File: src/rtl/digit_serial_adder.sv
// -----------------------------------------------------------------------------
// digit_serial_adder
//   Multi-cycle adder/subtractor for the FPU datapath. Each RUN cycle adds
//   DIGIT bits, working from the LSB upward, so a WIDTH-bit operation takes
//   N = WIDTH/DIGIT cycles. Subtraction is a + ~b + ~cin. The borrow-in is
//   inverted into a carry-in, so cout=1 means "no borrow". WIDTH must be a
//   multiple of DIGIT.
//
// Handshake (both sides): a transfer happens on a rising edge where valid and
//   ready are both high. A producer holds valid and its data until that edge.
//   in_ready is high only in IDLE. in_valid in any other state is ignored.
//   out_valid stays high, and sum/cout/ovf stay stable, until out_ready is seen.
//
// Ports
//   clk        in   1      clock, rising edge
//   rst_n      in   1      synchronous active-low reset
//   in_valid   in   1      operands/mode valid
//   in_ready   out  1      accepting operands (state == IDLE)
//   a, b       in   WIDTH  operands
//   cin        in   1      carry-in (add) / borrow-in (sub)
//   sub        in   1      0: a+b+cin, 1: a-b-cin
//   out_valid  out  1      result valid
//   out_ready  in   1      consumer takes result
//   sum        out  WIDTH  result modulo 2^WIDTH
//   cout       out  1      carry-out (sub: 1 = no borrow)
//   ovf        out  1      two's-complement overflow
//   dbg_state  out  2      FSM state: 0 IDLE, 1 RUN, 2 DONE
// -----------------------------------------------------------------------------
module digit_serial_adder #(
    parameter int WIDTH = 32,
    parameter int DIGIT = 4
) (
    input  logic             clk,
    input  logic             rst_n,
    input  logic             in_valid,
    output logic             in_ready,
    input  logic [WIDTH-1:0] a,
    input  logic [WIDTH-1:0] b,
    input  logic             cin,
    input  logic             sub,
    output logic             out_valid,
    input  logic             out_ready,
    output logic [WIDTH-1:0] sum,
    output logic             cout,
    output logic             ovf,
    output logic [1:0]       dbg_state
);

    localparam int N  = WIDTH / DIGIT;
    localparam int CW = (N > 1) ? $clog2(N) : 1;
    localparam logic [CW-1:0] LAST = CW'(N - 1);

    typedef enum logic [1:0] {
        IDLE = 2'd0,
        RUN  = 2'd1,
        DONE = 2'd2
    } state_t;

    state_t           state, state_nxt;
    logic [CW-1:0]    cnt;
    logic [WIDTH-1:0] a_r, b_r;     // b_r already holds ~b for subtract
    logic             c_r;          // running carry between digits
    logic             last;
    logic [DIGIT-1:0] a_dig, b_dig, s_dig;
    logic [DIGIT:0]   cv;           // ripple carries; cv[DIGIT-1] enters the digit MSB
    logic [31:0]      shamt;
    logic [WIDTH-1:0] s_ins;

    assign in_ready  = (state == IDLE);
    assign dbg_state = state;
    assign last      = (cnt == LAST);

    // Operands shift right one digit per cycle, so the active digit is always
    // in the low bits. The result is placed at its final position instead, so
    // digits not computed yet read as zero.
    assign a_dig = a_r[DIGIT-1:0];
    assign b_dig = b_r[DIGIT-1:0];
    assign shamt = 32'(cnt) * 32'(DIGIT);
    assign s_ins = WIDTH'(s_dig) << shamt;

    // DIGIT-bit ripple of full-adder cells
    always_comb begin
        cv    = '0;
        s_dig = '0;
        cv[0] = c_r;
        for (int i = 0; i < DIGIT; i++) begin
            s_dig[i]  = a_dig[i] ^ b_dig[i] ^ cv[i];
            cv[i + 1] = (a_dig[i] & b_dig[i]) | (cv[i] & (a_dig[i] ^ b_dig[i]));
        end
    end

    // FSM state register
    always_ff @(posedge clk) begin
        if (!rst_n) state <= IDLE;
        else        state <= state_nxt;
    end

    // FSM next state. out_valid is always high in DONE, so out_ready alone
    // completes the output handshake there.
    always_comb begin
        state_nxt = state;
        case (state)
            IDLE:    if (in_valid) state_nxt = RUN;
            RUN:     if (last)     state_nxt = DONE;
            DONE:    if (out_ready) state_nxt = IDLE;
            default: state_nxt = IDLE;
        endcase
    end

    // Datapath and registered outputs
    always_ff @(posedge clk) begin
        if (!rst_n) begin
            a_r       <= '0;
            b_r       <= '0;
            c_r       <= 1'b0;
            cnt       <= '0;
            sum       <= '0;
            cout      <= 1'b0;
            ovf       <= 1'b0;
            out_valid <= 1'b0;
        end else begin
            case (state)
                IDLE: begin
                    if (in_valid) begin
                        a_r <= a;
                        b_r <= sub ? ~b : b;
                        c_r <= sub ? ~cin : cin;
                        cnt <= '0;
                        sum <= '0;
                    end
                end
                RUN: begin
                    a_r <= a_r >> DIGIT;
                    b_r <= b_r >> DIGIT;
                    c_r <= cv[DIGIT];
                    sum <= sum | s_ins;
                    if (last) begin
                        cnt       <= '0;
                        out_valid <= 1'b1;
                        cout      <= cv[DIGIT];
                        ovf       <= cv[DIGIT] ^ cv[DIGIT-1];
                    end else begin
                        cnt <= cnt + 1'b1;
                    end
                end
                DONE: begin
                    if (out_ready) out_valid <= 1'b0;
                end
                default: ;
            endcase
        end
    end

endmodule

File: config.mk
export PLATFORM = sky130hd
export DESIGN_NAME = digit_serial_adder
export DESIGN_NICKNAME = d
export VERILOG_FILES = /design/src/rtl/digit_serial_adder.sv
export SDC_FILE = /design/constraint.sdc
export NUM_CORES = 1
export LEC_CHECK = 0
export CELL_PAD_IN_SITES_DETAIL_PLACEMENT = 1
export CELL_PAD_IN_SITES_GLOBAL_PLACEMENT = 2
export CORE_ASPECT_RATIO = 1.2
export CORE_MARGIN = 3
export CORE_UTILIZATION = 33
export CTS_CLUSTER_SIZE = 14
export DETAILED_ROUTE_END_ITERATION = 8
export PLACE_DENSITY_LB_ADDON = 0.1
export SLEW_MARGIN = 30
export SYNTH_ARGS = -nofsm -noshare
export SYNTH_HDL_FRONTEND = slang
export SYNTH_SLANG_ARGS = --single-unit
File: constraint.sdc
create_clock -name clk -period 3.7 [get_ports clk]
set_input_delay 1.11 -clock clk [delete_from_list [all_inputs] [get_ports clk]]
set_output_delay 1.11 -clock clk [all_outputs]
set_load 0.1 [all_outputs]
==> results of run 1 <==
worst max-delay path, cell delays in order (launching register included):
cell,delay [ps]
sky130_fd_sc_hd__dfxtp_1,350
sky130_fd_sc_hd__inv_1,70
sky130_fd_sc_hd__fa_1,440
sky130_fd_sc_hd__fa_1,360
sky130_fd_sc_hd__inv_1,70
sky130_fd_sc_hd__fa_1,220
sky130_fd_sc_hd__fa_1,460
sky130_fd_sc_hd__and4bb_2,290
sky130_fd_sc_hd__a22oi_1,190
sky130_fd_sc_hd__nor2b_1,70
cell usage in the layout, fill, tap and decap left out, types with 11 or more instances in the layout:
cell type                         synthesis  final
sky130_fd_sc_hd__dfxtp_1                105    105
sky130_fd_sc_hd__a21oi_1                 28     28
sky130_fd_sc_hd__o2bb2ai_1               18     18
sky130_fd_sc_hd__xnor2_1                 11     11
sky130_fd_sc_hd__nor2_1                  60     60
sky130_fd_sc_hd__o21ai_0                 30     30
sky130_fd_sc_hd__xor2_1                  23     23
sky130_fd_sc_hd__buf_4                    2     48
sky130_fd_sc_hd__clkdlybuf4s50_1          0     67
sky130_fd_sc_hd__o221ai_1                25     25
sky130_fd_sc_hd__a22oi_1                 42     42
sky130_fd_sc_hd__nor2b_1                 51     51
cell type report:
| type | count | area (um^2) |
|---|---|---|
| fill | 1577 | 7810 |
| multi-input combinational | 348 | 2400 |
| clock buffer | 11 | 243 |
| inverter | 8 | 30.0 |
| clock inverter | 5 | 103 |
| sequential | 105 | 2100 |
| tap | 171 | 214 |
| timing repair buffer | 117 | 1040 |
stage by stage:
step | setup WS (ps) | area [um^2] | power [mW] | utilization [%] | hold WS (ps)
floorplan | 9.49 | 4740 | 1.55 | - | 439
global route | 907 | 6130 | 2.93 | 44.0 | 508
global placement | 895 | 5790 | 1.71 | 41.5 | 450
detailed placement | 838 | 5790 | 1.72 | 41.5 | 469
finish | 1070 | 6130 | 2.80 | 44.0 | 481
CTS | 1040 | 6130 | 2.83 | 44.0 | 487
routing by layer:
layer | up-vias | track usage [%]
li1 | 1996 | -
met1 | 2014 | 22.1
met2 | 93 | 28.5
met3 | 14 | 2.15
met4 | 0 | 5.61
met5 | - | 0
power by group:
group	internal [mW]	switching (mW)
Sequential	1.20	0.0483
Clock	0.680	0.428
Combinational	0.194	0.244
Total	2.08	0.720
registers in the layout (all words and copies together) (netlist names):
signal     cells
b_r           32
out_valid      1
sum           32
ovf            1
a_r           32
cout           1
c_r            1
dbg_state      2
cnt            3
how the worst max path moves through the flow:
stage                    end  depth (start not counted)
finish                sum[7]                          9
global route          sum[7]                          9
CTS                   sum[7]                          9
detailed placement    a_r[1]                          5
global placement      a_r[6]                          5
floorplan           in_ready                          4
kinds of logic after synthesis:
group                      count (synthesis)
AOI/OAI and AO/OA                        163
xor gates and xnor gates                  34
adders and majority gates                  6
buffers and inverters                     57
DFF                                      105
muxes                                      1
and+or+nand+nor                          144
==> implementation parameters, run 1 <==
Parameter                              Value

Cells and area
  Area grow syn2layout    29.3%
  Non-filler instance count after layout    between 700 and 800
  Layout Nets    665
  Total inserted antenna cells    0
  Proportion of layout cells with a drive suffix above 1    about 14%

STA
  Slew at the pin closest to its max-slew limit    906 ps
  Max Clock Freq    381 MHz
  Final setup vio count    0
  Worst rel slew slack    38.8%
  Hold Fails Final Rpt    0
  Setup repair after global routing missed its margin    false
  Number of pins exceeding their max-slew limit in the final report    0
  Minimum period implied by the final worst setup slack    around 2600 ps
  Final worst clock skew    between 7 and 8 ps
  Sum Neg Setup Slack    0 ps
  Final cycle utilization of the critical path    71.0%

Clock network
  Post-CTS setup-driven buffer insertion count    0
  Sink count of the clock tree    ~110
  Clk slew on worst S/H paths    70 ps
  CTS Hold Buffers Added    0
  Inserted Clock Buffers    9
  Post-CTS Resized    0
  CTS tree    built
  Maximum root-to-sink buffer count    2
  Clock insertion delay at the later pin of the skew report    approximately 340 ps
  CTS root buf    sky130_fd_sc_hd__clkbuf_16
  Level count of the clock H-tree    3

Worst hold path
  Hold wc startpoint    b_r[18]
  Number of stages on the worst hold path    2
  Type of the most critical hold path    flip-flop to flip-flop
  Sink of the worst hold path    b_r[18]

Worst setup path
  Crit path arrival time    2850 ps
  Biggest fanout along the worst timing path    4
  R2R Setup Slk    1070 ps
  Start point of the critical path    a_r[0]
  Sort of element at the start of the critical path    flip-flop
  Count of cells along the worst register-to-register path    9
  Reg-to-reg startpoint    a_r[0]
  Worst r2r dst    sum[7]
  Req. time, crit path    between 3000 and 4000 ps
  Critical path start-end classification    flip-flop to flip-flop
  Setup crit end kind    flip-flop

Synth
  Number of nets in the synthesized netlist    586
  Synthesized instance count    510
  Post-Synth XOR/XNOR Area    6.28%
  Mux share of post-synthesis cell area    less than 1%
  Commonest register cell after synthesis    sky130_fd_sc_hd__dfxtp_1
  Synth Area per Inst    9.30 um^2
  Part of the Yosys area used for sequential elements    about 44%
  Cell area after synthesis    4740 um^2
  Most common cell in the netlist    sky130_fd_sc_hd__dfxtp_1
  Adder-cell area share of the yosys netlist    2.22%
  Complex-gate fraction of the synthesized area    24.7%
  Commonest cells post-synth    105 x sky130_fd_sc_hd__dfxtp_1, 60 x sky130_fd_sc_hd__nor2_1, 51 x sky130_fd_sc_hd__nor2b_1, 42 x sky130_fd_sc_hd__a22oi_1
  Fraction of synthesis flops using an asynchronous set or reset pin    0%
  Synthesized flop and latch total    105
  Biggest area contributors in the synthesized netlist    sky130_fd_sc_hd__dfxtp_1 44%, sky130_fd_sc_hd__nor2b_1 6.7%, sky130_fd_sc_hd__a22oi_1 6.7%
  Yosys cell types    39
  Area fraction in and, or, nand and nor cells after synthesis    17.2%
  Synthesis Warnings    0
  Number of synthesized flops with an enable pin    0
  Largest family of logic cells by synthesized area    compound AO/OA/AOI/OAI gates
  Most area-hungry cell type in the Yosys netlist    sky130_fd_sc_hd__dfxtp_1
  Post-synth top area share    44.3%

Power
  Peak VDD IR    252 uV
  Total leakage power    2.29 nW
  Power density relative to cell area    456 nW/um^2

Drt
  Metal1 wirelength    6170 um
  WL final    13600 um
  Top routing layer in use    met4
  Mean routed wirelength per cell    17.8 um
  Count of nets left with antenna violations after detail routing    0
  Starting DRT DRC Count    321
  Routed via count divided by cell count    5.38
  Detailed-routed wire length on met2    6700 um
  Final routed DRC violation total    0
  Count of vias placed by the detailed router    4117
  Routed wire length on met3    525 um
  First drt pass iteration count    4

Place
  Placed instance count    749
  Routability cong.    about 0.74
  DP Wirelength    9360 um
  Count of input and output buffers    107

Floorplan
  Starting density of the core    34.0%
  Core area    around 14000 um^2
  Die H    137 um
  Number of placement rows    47
  Die Area    approximately 16000 um^2
  Ports    about 110
  Width of the die    roughly 120 um

GRT
  First-pass GRT wire length    approximately 21000 um
  GRT Overall Usage    16.8%
  Number of global-route vias before repair    4038
  Sum of overflow across all layers after global routing    0
  Antenna violations before repair    0
  Largest net degree at the start of global routing    49

Flow run
  MaxCap Viol Count    0

Outcome
  Result of the run    completed
Note: power is estimated with default switching activity, not from simulation.
==> run 2, diff against run 1 <==
--- a/config.mk
+++ b/config.mk
@@ -9,7 +9,7 @@
 export CELL_PAD_IN_SITES_GLOBAL_PLACEMENT = 2
 export CORE_ASPECT_RATIO = 1.2
 export CORE_MARGIN = 3
-export CORE_UTILIZATION = 33
+export CORE_UTILIZATION = 27
 export CTS_CLUSTER_SIZE = 14
 export DETAILED_ROUTE_END_ITERATION = 8
 export PLACE_DENSITY_LB_ADDON = 0.1
==> constraint.sdc (replaced) <==
create_clock -name clk -period 2.25 [get_ports clk]
set_input_delay 0.675 -clock clk [delete_from_list [all_inputs] [get_ports clk]]
set_output_delay 0.675 -clock clk [all_outputs]
set_load 0.1 [all_outputs]
==> implementation parameters, run 2 (synthesized netlist as in run 1, its figures left out) <==
Parameter                              Value

Worst setup path
  Buffer and inverter count on the worst path    2
  Biggest fanout along the worst timing path    4
  Reg-to-reg startpoint    a_r[0]
  Slowest library cell on the worst path    sky130_fd_sc_hd__fa_1
  Start point of the critical path    a_r[0]
  Setup crit end kind    flip-flop
  Most used cell, CP    sky130_fd_sc_hd__fa_2
  Chain of cells forming the critical path    inv_2 -> fa_2 -> fa_2 -> inv_2 -> fa_2 -> fa_1 -> and4bb_2 -> a22oi_1 -> nor2b_1
  Critical path start-end classification    flip-flop to flip-flop
  Family of cells with the greatest summed delay on the critical path    adder cells
  Levels on crit path    9
  Req. time, crit path    2490 ps
  Crit path arrival time    2670 ps
  Count of cells along the worst register-to-register path    9
  Sort of element at the start of the critical path    flip-flop
  Capturing instance or port of the critical path    sum[3]
  CP peak stage delay    460 ps
  R2R Setup Slk    -190 ps
  Worst r2r dst    sum[3]

Floorplan
  Starting density of the core    ~28%
  Die H    around 150 um
  Number of placement rows    between 50 and 60
  Width of the die    127 um
  Core area    17000 um^2
  Die Area    between 15000 and 20000 um^2
  Ports    108

GRT
  First-pass GRT wire length    between 20000 and 25000 um
  Sum of overflow across all layers after global routing    0
  Largest net degree at the start of global routing    49
  Number of global-route vias before repair    about 4200
  Antenna violations before repair    0
  GRT Overall Usage    14.8%

Worst hold path
  Type of the most critical hold path    flip-flop to flip-flop
  Number of stages on the worst hold path    2

Power
  Flop pwr share    roughly 45%
  Total leakage power    ~2.4 nW
  Switching portion of total power    26.3%
  Peak VDD IR    408 uV
  Pint    3.38 mW
  Clk pwr share    38.0%
  Switching power    1.20 mW
  Power density relative to cell area    709 nW/um^2
  Final Power    4.59 mW
  Part of the total power dissipated in combinational logic    17.1%

STA
  Worst rel slew slack    49.3%
  Number of pins exceeding their max-slew limit in the final report    0
  Max Clock Freq    410 MHz
  Final cycle utilization of the critical path    108%
  Slew at the pin closest to its max-slew limit    around 760 ps
  Hold Fails Final Rpt    0
  Fin worst setup slack    -187 ps
  Final worst clock skew    9.72 ps
  Sum Neg Setup Slack    -1280 ps
  Setup repair after global routing missed its margin    true
  Minimum period implied by the final worst setup slack    2440 ps
  Final setup vio count    8

Clock network
  Sink count of the clock tree    105
  Maximum root-to-sink buffer count    2
  Level count of the clock H-tree    3
  CTS tree    built
  CTS root buf    sky130_fd_sc_hd__clkbuf_16
  Inserted Clock Buffers    9
  Clock insertion delay at the later pin of the skew report    350 ps
  CTS Hold Buffers Added    0
  Clk slew on worst S/H paths    ~70 ps

Place
  Setup slack after placement    -191 ps
  DP Wirelength    about 10000 um
  Count of input and output buffers    107
  Placed instance count    812
  Routability cong.    0.727

Drt
  Final routed DRC violation total    0
  First drt pass iteration count    4
  Mean routed wirelength per cell    17.2 um
  Count of vias placed by the detailed router    between 4000 and 5000
  Routed via count divided by cell count    5.00
  WL final    14300 um
  Starting DRT DRC Count    176
  Count of nets left with antenna violations after detail routing    0

Flow run
  MaxCap Viol Count    0

Cells and area
  Area grow syn2layout    36.5%
  Layout Nets    a little under 700
  Total inserted antenna cells    0
  Largest registers ranked by flip-flop count    a_r x32, b_r x32, sum x32
  Most common cell after layout, fill and taps aside    sky130_fd_sc_hd__dfxtp_1
  Non-filler instance count after layout    830
  FF+latch area    roughly 2100 um^2
  Multi-input gate area    2480 um^2
  Count of filler cells inserted in the layout    1952
  Most used cells in the layout excluding fill and tap cells    102 x sky130_fd_sc_hd__dfxtp_1, 67 x sky130_fd_sc_hd__clkdlybuf4s50_1, 63 x sky130_fd_sc_hd__buf_4
  Proportion of layout cells with a drive suffix above 1    approximately 20%
  Final Core Density    38.0%

Outcome
  Violated checks    setup timing
  Result of the run    complete, but fails checks
==> run 2: worst min-delay path: cells and delay by family (launching register included) <==
| kind | cells | cell delay [ps] |
|---|---|---|
| DFF | 1 | 330 |
| and+or+nand+nor | 2 | 110 |
==> run 2: layout make-up <==
| type | instances | area share (%) |
|---|---|---|
| inverters | 8 | 0.464 |
| flip-flops and latches | 105 | 32.5 |
| clock inverters | 4 | 1.16 |
| clock buffers | 12 | 3.96 |
| multi-input cells | 348 | 38.3 |
| well taps | 216 | 4.18 |
| repair buffers | 137 | 19.4 |
==> run 2: per-layer routing <==
layer	routed length [um]	vias up	share of wire, %	track usage, %
li1	-	2032	-	-
met1	6630	2028	46	18.8
met2	6940	81	49	25.5
met3	496	12	3.5	2.26
met4	203	0	1.4	4.99
met5	0	-	0	0
==> run 2: per-stage QoR <==
stage          cell area (um^2)  hold WS, ps
4_1_cts                    6410          481
3_5_place_dp               6060          463
3_3_place_gp               6060          452
5_1_grt                    6470          511
6_report                   6470          478
2_1_floorplan              4760          439
==> run 2: worst min-delay path by stage <==
stage	startpoint	to	slack, ps
2_1_floorplan	b_r[10]	b_r[10]	440
3_3_place_gp	b_r[23]	b_r[23]	450
3_5_place_dp	b_r[26]	b_r[26]	460
4_1_cts	b_r[15]	b_r[15]	480
5_1_grt	b_r[5]	b_r[1]	510
6_report	b_r[26]	b_r[26]	480
==> run 2: what timing repair did <==
action,in CTS,in global routing
pin swaps,2,7
gates resized for setup,3,12
setup buffers,1,1
setup endpoints to repair,8,16
==> run 2: power groups by stage <==
stage                     sequential [mW]  clock (mW)  combinational, mW
after floorplan                      2.13           0              0.421
after global placement               2.10           0              0.775
after detailed placement             2.10           0              0.787
after CTS                            2.06        1.80              0.791
after global routing                 2.07        1.87              0.869
final                                2.06        1.74              0.785
